`config.mk`:
```
export PLATFORM = sky130hd
export DESIGN_NAME = ram_bist_flat
export DESIGN_NICKNAME = d
export VERILOG_FILES = /design/src/rtl/ram_bist_if.sv /design/src/rtl/ram_bist.sv /design/src/flat_wrapper.sv
export SDC_FILE = /design/constraint.sdc
export NUM_CORES = 1
export LEC_CHECK = 0
export ABC_CLOCK_PERIOD_IN_PS = 1790
export CELL_PAD_IN_SITES_DETAIL_PLACEMENT = 1
export CELL_PAD_IN_SITES_GLOBAL_PLACEMENT = 1
export CORE_ASPECT_RATIO = 1.2
export CORE_MARGIN = 2
export CORE_UTILIZATION = 25
export CTS_BUF_LIST = sky130_fd_sc_hd__clkbuf_4
export CTS_CLUSTER_SIZE = 30
export DETAILED_ROUTE_END_ITERATION = 12
export PLACE_DENSITY_LB_ADDON = 0.1
export SLEW_MARGIN = 20
export SYNTH_ARGS = -nofsm -noshare
export SYNTH_HDL_FRONTEND = slang
export SYNTH_SLANG_ARGS = --single-unit
```
`constraint.sdc`:
```
create_clock -name clk -period 1.79 [get_ports clk]
set_clock_uncertainty 0.15 [all_clocks]
set_input_delay 0.358 -clock clk [delete_from_list [all_inputs] [get_ports clk]]
set_output_delay 0.358 -clock clk [all_outputs]
set_load 0.005 [all_outputs]
```
`src/rtl/ram_bist_if.sv`:
```
// RAM port bundle between the BIST initiator (master) and the RAM side (slave).
// Read data returns one clock after the address is presented with we=0.
`timescale 1ns/1ps
interface ram_bist_if #(
  parameter int ADDR_W = 2,
  parameter int DATA_W = 8
);
  logic              we;
  logic [ADDR_W-1:0] addr;
  logic [DATA_W-1:0] din;
  logic [DATA_W-1:0] dout;

  modport master (output we, addr, din, input dout);
  modport slave  (input we, addr, din, output dout);
endinterface

```
`src/rtl/ram_bist.sv`:
```
// Three-phase March BIST for a single-port synchronous RAM: write P ascending,
// read P / write ~P ascending, read ~P descending; reports the first mismatch.
`timescale 1ns/1ps
module ram_bist #(
  parameter int                ADDR_W  = 2,
  parameter int                DATA_W  = 8,
  parameter logic [DATA_W-1:0] PATTERN = DATA_W'(8'h55)
) (
  input  logic              clk,
  input  logic              rst,
  input  logic              start,
  ram_bist_if.master        ram,
  output logic              busy,
  output logic              done,
  output logic              pass,
  output logic [ADDR_W-1:0] fail_addr,
  output logic [DATA_W-1:0] fail_data
);
  typedef enum logic [2:0] {IDLE, WR, RD, CMP, DONE} state_t;

  localparam logic [ADDR_W-1:0] LAST  = '1;
  localparam logic [DATA_W-1:0] PAT_N = ~PATTERN;

  state_t            state;
  logic [1:0]        phase;
  logic [ADDR_W-1:0] a;
  logic [DATA_W-1:0] exp_d;

  assign exp_d = (phase == 2'd1) ? PATTERN : PAT_N;

  always_ff @(posedge clk or posedge rst) begin
    if (rst) begin
      state     <= IDLE;
      phase     <= 2'd0;
      a         <= '0;
      ram.we    <= 1'b0;
      ram.addr  <= '0;
      ram.din   <= '0;
      busy      <= 1'b0;
      done      <= 1'b0;
      pass      <= 1'b0;
      fail_addr <= '0;
      fail_data <= '0;
    end else begin
      done <= 1'b0;
      // DONE shares the launch path so a held start restarts on the edge leaving DONE
      if ((state == IDLE || state == DONE) && start) begin
        state     <= WR;
        phase     <= 2'd0;
        a         <= '0;
        ram.we    <= 1'b1;
        ram.addr  <= '0;
        ram.din   <= PATTERN;
        busy      <= 1'b1;
        pass      <= 1'b0;
        fail_addr <= '0;
        fail_data <= '0;
      end else begin
        case (state)
          IDLE: ;
          DONE: state <= IDLE;
          WR: begin
            ram.we  <= 1'b0;
            ram.din <= '0;
            state   <= RD;
            if (phase == 2'd0) begin
              if (a == LAST) begin
                phase    <= 2'd1;
                a        <= '0;
                ram.addr <= '0;
              end else begin
                state    <= WR;
                a        <= a + 1'b1;
                ram.we   <= 1'b1;
                ram.addr <= a + 1'b1;
                ram.din  <= PATTERN;
              end
            end else if (a == LAST) begin
              phase    <= 2'd2;
              a        <= LAST;
              ram.addr <= LAST;
            end else begin
              a        <= a + 1'b1;
              ram.addr <= a + 1'b1;
            end
          end
          RD: state <= CMP;
          CMP: begin
            if (ram.dout != exp_d) begin
              state     <= DONE;
              done      <= 1'b1;
              busy      <= 1'b0;
              ram.addr  <= '0;
              pass      <= 1'b0;
              fail_addr <= a;
              fail_data <= ram.dout;
            end else if (phase == 2'd1) begin
              state   <= WR;
              ram.we  <= 1'b1;
              ram.din <= PAT_N;
            end else if (a == '0) begin
              state    <= DONE;
              done     <= 1'b1;
              busy     <= 1'b0;
              ram.addr <= '0;
              pass     <= 1'b1;
            end else begin
              state    <= RD;
              a        <= a - 1'b1;
              ram.addr <= a - 1'b1;
            end
          end
          default: state <= IDLE;
        endcase
      end
    end
  end
endmodule

```
`src/flat_wrapper.sv`:
```
// flat-port wrapper written by rule: the top's interface ports become plain ports
module ram_bist_flat 
#(
  parameter int                ADDR_W  = 2,
  parameter int                DATA_W  = 8,
  parameter logic [DATA_W-1:0] PATTERN = DATA_W'(8'h55)
)
  (clk, rst, start, busy, done, pass, fail_addr, fail_data, ram_we, ram_addr, ram_din, ram_dout);
  ram_bist_if #(.ADDR_W(ADDR_W), .DATA_W(DATA_W)) ram_i ();
  input  logic clk;
  input  logic rst;
  input  logic start;
  output logic busy;
  output logic done;
  output logic pass;
  output logic [ADDR_W-1:0] fail_addr;
  output logic [DATA_W-1:0] fail_data;
  output wire logic [$bits(ram_i.we)-1:0] ram_we;
  output wire logic [$bits(ram_i.addr)-1:0] ram_addr;
  output wire logic [$bits(ram_i.din)-1:0] ram_din;
  input wire logic [$bits(ram_i.dout)-1:0] ram_dout;
  assign ram_we = ram_i.we;
  assign ram_addr = ram_i.addr;
  assign ram_din = ram_i.din;
  assign ram_i.dout = ram_dout;
  ram_bist #(.ADDR_W(ADDR_W), .DATA_W(DATA_W), .PATTERN(PATTERN)) u_core (.clk(clk), .rst(rst), .start(start), .ram(ram_i), .busy(busy), .done(done), .pass(pass), .fail_addr(fail_addr), .fail_data(fail_data));
endmodule
```
* After elaboration in Yosys (flattened, before gate mapping)
Index checks and enable logic that the tools add are counted.
Storage, ports and cells: flip-flop bits (word level) 31, input port bits 11, word-level logic and storage cells 103
Operators by class: add/subtract/negate cells 2, equality and inequality tests 14, mux-type cells 59, reduce and logical (&&, ||, !) cells 17
Operators with widths (count):
- $mux 8 | 8
- $mux 2 | 20
- $mux 1 | 20
- $pmux 8 s2 | 1
- $mux 3 | 5
- $pmux 3 s4 | 1
- $ne 8x8->1 | 1
- $pmux 2 s2 | 2
- $reduce_bool 2->1 | 4
- $mux 7 | 1
- $eq 3x2->1 const B | 2
- $ne 3x2->1 const B | 2
- $ne 3x3->1 const B | 2
- $reduce_and 2->1 | 3
- $reduce_and 3->1 | 2
- $reduce_bool 3->1 | 2
- $logic_not 2->1 | 2
- $ne 4x4->1 const B | 1
- $reduce_and 4->1 | 1
- $eq 3x1->1 const B | 1
- $eq 3x3->1 const B | 1
- $logic_not 3->1 | 1
- $ne 3x1->1 const B | 1
- $add 2x1->2 const B | 1
- 7 further kinds | 7

* Logic depth before layout (Yosys ltp)
Gate-level depths: netlist (run 1).
word-level depth 6, gate-level depth with buffers 6

* Worst setup path after synthesis (run 1)
Ideal clock, no wire load.
path type reg2reg, from register u_core.state[0], to register u_core.ram.addr[0], setup time 0.121 ns, data arrival time 1.407 ns, data required time 1.519 ns, path slack 0.112 ns, stages on the path, launching flop included 6, path buffers 1, clock period less this slack 1.678 ns, path through dfrtp_1 buf_6 or3b_4 and2_4 o21bai_1 a22o_1
On the way: cells in the longest elaborated chain, start to end 5
RTL lines:
- start, declared | RTL line ram_bist.sv:24 | state_t state;
- start signal, assigned | RTL line ram_bist.sv:33 | state <= IDLE;
- start signal, assigned | RTL line ram_bist.sv:48 | state <= WR;
- start signal, assigned | RTL line ram_bist.sv:61 | DONE: state <= IDLE;
- $eq 3x3->1 / $logic_not 3->1 (equally long branches) | RTL line ram_bist.sv:47 | if ((state == IDLE || state == DONE) && start) begin
- $logic_or 1x1->1 | RTL line ram_bist.sv:47
- $logic_and 1x1->1 | RTL line ram_bist.sv:47
- $ne 4x4->1 (no line) / $reduce_bool 3->1 (equally long branches)
- $reduce_and 2->1 (no line)
- end signal, assigned | RTL line ram_bist.sv:75 | ram.addr <= a + 1'b1;
- end signal, assigned | RTL line ram_bist.sv:84 | ram.addr <= a + 1'b1;
- end signal, assigned | RTL line ram_bist.sv:110 | ram.addr <= a - 1'b1;
- end, declared | RTL line ram_bist_if.sv:13 | modport master (output we, addr, din, input dout);
Several ways; a longest one is shown, not always the timed one. A chain may end at the register's enable or synchronous reset.

* Worst setup path in the final report (run 1)
from register u_core.fail_data[0], to output port fail_data[0]
RTL lines:
- start, declared | RTL line ram_bist.sv:17 | output logic [DATA_W-1:0] fail_data
- start signal, assigned | RTL line ram_bist.sv:96 | fail_data <= ram.dout;
- end, declared | RTL line flat_wrapper.sv:17 | output logic [DATA_W-1:0] fail_data;
No word-level cell between the ends.

==> results of run 1 <==
## power by group
group	total (mW)	switching [mW]	internal, mW
sequential	0.980	0.178	0.802
combinational	1.98	0.893	1.09
clock	0.277	0.193	0.0842
total	3.24	1.26	1.98
## through the flow
step | setup WS, ns | hold slack (ns)
2_1_floorplan | 0.112 | 0.235
3_3_place_gp | -0.403 | 0.326
3_5_place_dp | -0.443 | 0.329
4_1_cts | 0.00327 | 0.212
5_1_grt | -0.00831 | 0.154
6_report | 0.0449 | 0.151
## final cells by class
| type | instances | area, um2 |
|---|---|---|
| clock buffers | 3 | 22.5 |
| clock inverters | 1 | 5.00 |
| fillers | 597 | 3180 |
| inverters | 5 | 18.8 |
| multi-input cells | 98 | 742 |
| flip-flops and latches | 25 | 632 |
| well taps | 62 | 77.6 |
| repair buffers | 66 | 622 |
## worst max-delay path by stage
stage / depth (start not counted) / start / endpoint / slack, ns
2_1_floorplan: 5 / u_core.state[0] / u_core.ram.addr[0] / 0.11
3_3_place_gp: 6 / ram_dout[3] / u_core.a[0] / -0.40
3_5_place_dp: 6 / ram_dout[3] / u_core.a[0] / -0.44
4_1_cts: 4 / u_core.state[1] / u_core.ram.addr[1] / 0.003
5_1_grt: 5 / u_core.a[0] / u_core.a[0] / -0.008
6_report: 1 / u_core.fail_data[0] / fail_data[0] / 0.04
## what timing repair did
action,CTS,global route
buffers inserted,3,8
pin swaps,4,8
setup endpoints to repair,23,21
resized for setup,12,32
hold buffers,0,0
endpoints found under the hold margin,0,0
## placed cells by master, fill, tap and decap left out, types with 3 or more instances in the layout
| cell type | instances |
|---|---|
| buf_4 | 31 |
| clkbuf_4 | 3 |
| o21ai_1 | 9 |
| nor3_1 | 3 |
| dlygate4sd2_1 | 4 |
| nand2_1 | 14 |
| nor2_1 | 5 |
| clkdlybuf4s50_1 | 13 |
| dfrtp_2 | 5 |
| a21oi_1 | 9 |
| o21ai_0 | 6 |
| inv_1 | 5 |
| dlymetal6s2s_1 | 17 |
| nand3_1 | 9 |
| ha_1 | 4 |
| dfrtp_1 | 20 |
## logic make-up (layout without fill, tap and decap cells)
kind of cell / count (synthesis) / after routing / synth area share
AND/OR/NAND/NOR: 53 / 53 / 0.225
AO/OA/AOI/OAI: 40 / 40 / 0.199
flip-flops: 25 / 25 / 0.457
buffers and inverters: 18 / 75 / 0.0758
adder cells (fa/ha/maj): 4 / 4 / 0.0365
multiplexers: 1 / 1 / 0.00731
## registers in the layout, indices dropped and copies added (netlist names)
name and count:
u_core.state 3, u_core.ram.addr 2, u_core.ram.we 1, u_core.pass 1, u_core.fail_data 8, u_core.fail_addr 2
u_core.phase 2, u_core.busy 1, u_core.a 2, u_core.done 1, u_core.ram.din 2
## metal layers
layer  vias to the layer above  share of wire  GRT usage
met2                        32           0.54      0.258
li1                        612              -          -
met3                         9          0.035     0.0154
met1                       624           0.40      0.167
met5                         -              0          0
met4                         0          0.023     0.0635
==> out/results.tsv, run 1 <==
stage	metric	value	unit
sta	Final min period	1.75	ns
worst_setup_path	data required time of the critical path	1.28	ns
worst_setup_path	number of buffers and inverters on the critical path	1	
grt	overall track demand over capacity in global routing	0.143	
worst_setup_path	largest fanout on the critical path	2	
yosys	biggest area contributors in the synthesized netlist	dfrtp_1, buf_4, nand2_1, ha_1, nand3_1	
final_layout	fraction of final layout cells sized beyond drive strength 1	0.303	
pwr	maximum vdd drop	554	uV
sta	final critical-path share of the clock period	0.975	
pwr	areal power density over the cells	1530	nW/um2
sta	worst-case headroom to the max-slew limit	0.731	
worst_setup_path	Top delay family on crit path	buffers and inverters	
worst_setup_path	critical path endpoint category	output port	
final_layout	final cell utilization of the core	0.400	
placement	number of buffer cells added on primary ports	34	
final_layout	cell area after layout	2120	um2
worst_setup_path	reg-to-reg critical path endpoint	u_core.state[1]	
final_layout	antenna cell count	0	
final_layout	Syn-to-layout area delta	54.7	%
drt	Initial DRC Count	29	
die	effective utilization at floorplan	0.259	
cts	clock tree buffer depth	2	
die	Placeable Area	5300	um2
yosys	number of warning messages in the yosys log	0	
die	Die W	71.6	um
drt	vias	1277	
sta	final count of hold timing violations	0	
cts	clock tree root driver cell	clkbuf_4	
die	floorplan die height	85.1	um
yosys	list of most frequent post-synthesis cells	dfrtp_1, nand2_1, nand3_1	
yosys	ys flop type	dfrtp_1	
grt	largest net degree at the start of global routing	26	
die	die area	6090	um2
worst_setup_path	slowest stage delay, CP	0.52	ns
yosys	cell type with the highest aggregate area in the netlist	dfrtp_1	
worst_setup_path	Critical Path Slowest Stage Cell	clkdlybuf4s50_1	
grt	antenna violations before repair	0	
grt	global-route wire length before repair	6760	um
yosys	synthesized instance count	141	
worst_hold_path	hold-critical path endpoint	u_core.fail_data[3]	
grt	number of global-route vias before repair	1398	
yosys	portion of the post-synthesis area used by sequential elements	0.457	
worst_setup_path	arrival time reported for the critical path endpoint	1.24	ns
yosys	proportion of netlist area held by the largest area contributor	0.457	
sta	Final Slew Violations	0	
outcome	status	finished, final reports clean	
placement	global placement routability congestion	0.729	
cts	worst skew pair latency	0.34	ns
worst_hold_path	Min-Delay Startpoint	ram_dout[3]	
yosys	fraction of synthesis flops using an asynchronous set or reset pin	1.00	
worst_setup_path	register-to-register setup slack	0.06	ns
worst_setup_path	nature of the critical path startpoint	register	
cts	clock-pin slew on the worst setup and hold paths	0.16	ns
cts	cts bufs inserted	3	
pwr	total power after layout	3.24	mW
placement	placed insts	245	
yosys	number of flip-flops and latches in the synthesized netlist	25	
yosys	most used standard cell by instance count after synthesis	dfrtp_1	
drt	drt total wl	4150	um
cts	total number of clock tree sinks	25	
die	Top-Level Pins	35	
worst_setup_path	critical-path cell list	clkdlybuf4s50_1	
placement	area post-placement	1860	um2
yosys	Mapped Area	1370	um2
pwr	Leakage	1.12	nW
drt	DR WL/cell	15.9	um
drt	DR pass1 iterations	4	
yosys	distinct cell type count after synthesis	39	
die	Placement Rows	29	
final_layout	number of nets in the layout	214	
worst_setup_path	launch instance of the worst register-to-register path	u_core.a[0]	
drt	residual antenna-violating net count after detailed routing	0	
sta	final setup violating endpoints	0	
cts	H-Tree Level Count	1	
run	max-capacitance violation count	0	
sta	Fmax	573	MHz
final_layout	post-layout instance count excluding filler cells	260	
worst_setup_path	category of the critical setup timing path	register to output port	
sta	summed negative setup slack over all endpoints	0	ns
sta	slew of the pin with the lowest slew margin	0.403	ns
placement	post-detailed-placement half-perimeter wirelength	3150	um
grt	GR Overflow Total	0	
worst_hold_path	class of the tightest hold or removal check	input port to register	
yosys	net count after synthesis	156	
yosys	number of enable flip-flop cells after synthesis	0	
worst_setup_path	reg2reg path depth	5	
yosys	mean instance size in the synthesized netlist	9.72	um2
drt	DRC violation count after routing	0	
cts	CTS tree	done	
drt	vias per inst	4.91	
worst_hold_path	Min-Delay Path Depth	3	
No activity file was read; power rests on OpenSTA's default activity.
==> run 2, diff against run 1 <==
--- a/config.mk
+++ b/config.mk
@@ -15,6 +15,7 @@
 export CTS_CLUSTER_SIZE = 30
 export DETAILED_ROUTE_END_ITERATION = 12
 export PLACE_DENSITY_LB_ADDON = 0.1
+export SKIP_CTS_REPAIR_TIMING = 1
 export SLEW_MARGIN = 20
 export SYNTH_ARGS = -nofsm -noshare
 export SYNTH_HDL_FRONTEND = slang
==> out/results.tsv, run 2 (synthesized netlist as in run 1, its figures left out) <==
stage	metric	value	unit
drt	DR WL/cell	16.0	um
final_layout	total of fill cells in the finished design	600	
worst_setup_path	slowest stage delay, CP	0.52	ns
final_layout	registers with the most flip-flops	u_core.fail_data (8), u_core.state (3)	
worst_setup_path	reg2reg path depth	5	
final_layout	number of nets in the layout	214	
die	floorplan die height	85.1	um
worst_setup_path	launch instance of the worst register-to-register path	u_core.a[0]	
worst_setup_path	nature of the critical path startpoint	register	
sta	worst-case headroom to the max-slew limit	0.731	
drt	vias per inst	4.97	
worst_setup_path	critical path endpoint category	output port	
die	Placeable Area	5300	um2
sta	final setup violating endpoints	0	
worst_setup_path	arrival time reported for the critical path endpoint	1.24	ns
worst_setup_path	register-to-register setup slack	0.07	ns
cts	total number of clock tree sinks	25	
pwr	areal power density over the cells	1520	nW/um2
final_layout	antenna cell count	0	
grt	global-route wire length before repair	6700	um
die	die area	6090	um2
worst_setup_path	reg-to-reg critical path endpoint	u_core.state[1]	
drt	vias	1293	
worst_setup_path	Top delay family on crit path	buffers and inverters	
worst_hold_path	hold-critical path endpoint	u_core.fail_data[3]	
worst_hold_path	class of the tightest hold or removal check	input port to register	
sta	final count of hold timing violations	0	
cts	worst skew pair latency	0.34	ns
cts	clock-pin slew on the worst setup and hold paths	0.16	ns
sta	Fmax	572	MHz
placement	area post-placement	1860	um2
cts	CTS tree	done	
final_layout	cell area after layout	2140	um2
cts	cts bufs inserted	3	
grt	overall track demand over capacity in global routing	0.141	
placement	global placement routability congestion	0.729	
worst_setup_path	critical-path cell list	clkdlybuf4s50_1	
drt	DR pass1 iterations	4	
worst_setup_path	data required time of the critical path	1.28	ns
cts	H-Tree Level Count	1	
placement	number of buffer cells added on primary ports	34	
drt	Initial DRC Count	29	
grt	antenna violations before repair	0	
sta	slew of the pin with the lowest slew margin	0.403	ns
worst_setup_path	Critical Path Slowest Stage Cell	clkdlybuf4s50_1	
grt	GR Overflow Total	0	
drt	drt total wl	4150	um
drt	residual antenna-violating net count after detailed routing	0	
placement	pre-CTS setup slack	-0.443	ns
drt	DRC violation count after routing	0	
final_layout	most frequent cells in the layout	buf_4, dlymetal6s2s_1, dfrtp_1	
die	Die W	71.6	um
pwr	total power after layout	3.26	mW
die	Top-Level Pins	35	
outcome	status	finished, final reports clean	
final_layout	Syn-to-layout area delta	56.1	%
final_layout	flip-flop count of the largest register after layout	8	
worst_setup_path	category of the critical setup timing path	register to output port	
cts	clock tree buffer depth	2	
sta	summed negative setup slack over all endpoints	0	ns
final_layout	most common cell after layout, fill and taps aside	buf_4	
final_layout	fraction of final layout cells sized beyond drive strength 1	0.308	
worst_setup_path	largest fanout on the critical path	2	
pwr	Leakage	1.15	nW
die	effective utilization at floorplan	0.259	
worst_setup_path	number of buffers and inverters on the critical path	1	
sta	Final min period	1.75	ns
final_layout	final cell utilization of the core	0.404	
die	Placement Rows	29	
pwr	maximum vdd drop	567	uV
run	max-capacitance violation count	0	
grt	number of global-route vias before repair	1378	
placement	post-detailed-placement half-perimeter wirelength	3150	um
cts	clock tree root driver cell	clkbuf_4	
grt	largest net degree at the start of global routing	26	
worst_hold_path	Min-Delay Startpoint	ram_dout[3]	
sta	worst path setup slack after routing	0.0419	ns
final_layout	register containing the most flip-flops in the final layout	u_core.fail_data	
sta	Final Slew Violations	0	
worst_hold_path	Min-Delay Path Depth	3	
sta	final critical-path share of the clock period	0.977	
run 2: how the worst max path moves through the flow:
stage | end | slack (ns) | from | depth (start not counted)
4_1_cts | u_core.a[0] | -0.07 | ram_dout[3] | 6
2_1_floorplan | u_core.ram.addr[0] | 0.11 | u_core.state[0] | 5
3_5_place_dp | u_core.a[0] | -0.44 | ram_dout[3] | 6
6_report | fail_data[0] | 0.04 | u_core.fail_data[0] | 1
5_1_grt | u_core.state[1] | -0.002 | u_core.a[0] | 5
3_3_place_gp | u_core.a[0] | -0.40 | ram_dout[3] | 6
run 2: routing by layer:
metal | global-route usage | part of all wire | vias to the layer above
met4 | 0.0635 | 0.018 | 0
met3 | 0.0143 | 0.037 | 7
li1 | - | - | 613
met1 | 0.171 | 0.40 | 639
met5 | 0 | 0 | -
met2 | 0.250 | 0.54 | 34
run 2: stage by stage:
stage	hold WS (ns)	cells
after floorplan	0.235	141
after global placement	0.326	245
after detailed placement	0.329	245
after CTS	0.212	249
after global routing	0.155	260
final	0.155	260
run 2: where the power goes:
part	total, mW	internal (mW)	switching [mW]
sequential	0.977	0.802	0.175
clock	0.278	0.0842	0.193
combinational	2.00	1.10	0.902
run 2: layout make-up:
type                    count  area, um2  area share
clock buffers               3       22.5      0.0105
clock inverters             1       5.00     0.00234
inverters                   5       18.8     0.00878
multi-input cells          98        746       0.349
flip-flops and latches     25        632       0.295
well taps                  62       77.6      0.0363
repair buffers             66        637       0.298
run 2: tightest hold or removal path, stage by stage:
cell,delay (ns)
dlymetal6s2s_1,0.15
nand3_1,0.07
o21ai_1,0.06
==> run 3, diff against run 2 <==
--- a/config.mk
+++ b/config.mk
@@ -6,6 +6,7 @@
 export NUM_CORES = 1
 export LEC_CHECK = 0
 export ABC_CLOCK_PERIOD_IN_PS = 1790
+export CAP_MARGIN = 20
 export CELL_PAD_IN_SITES_DETAIL_PLACEMENT = 1
 export CELL_PAD_IN_SITES_GLOBAL_PLACEMENT = 1
 export CORE_ASPECT_RATIO = 1.2
==> results of run 3 <==
Final layout, timing and power as in run 2 (identical DEF).
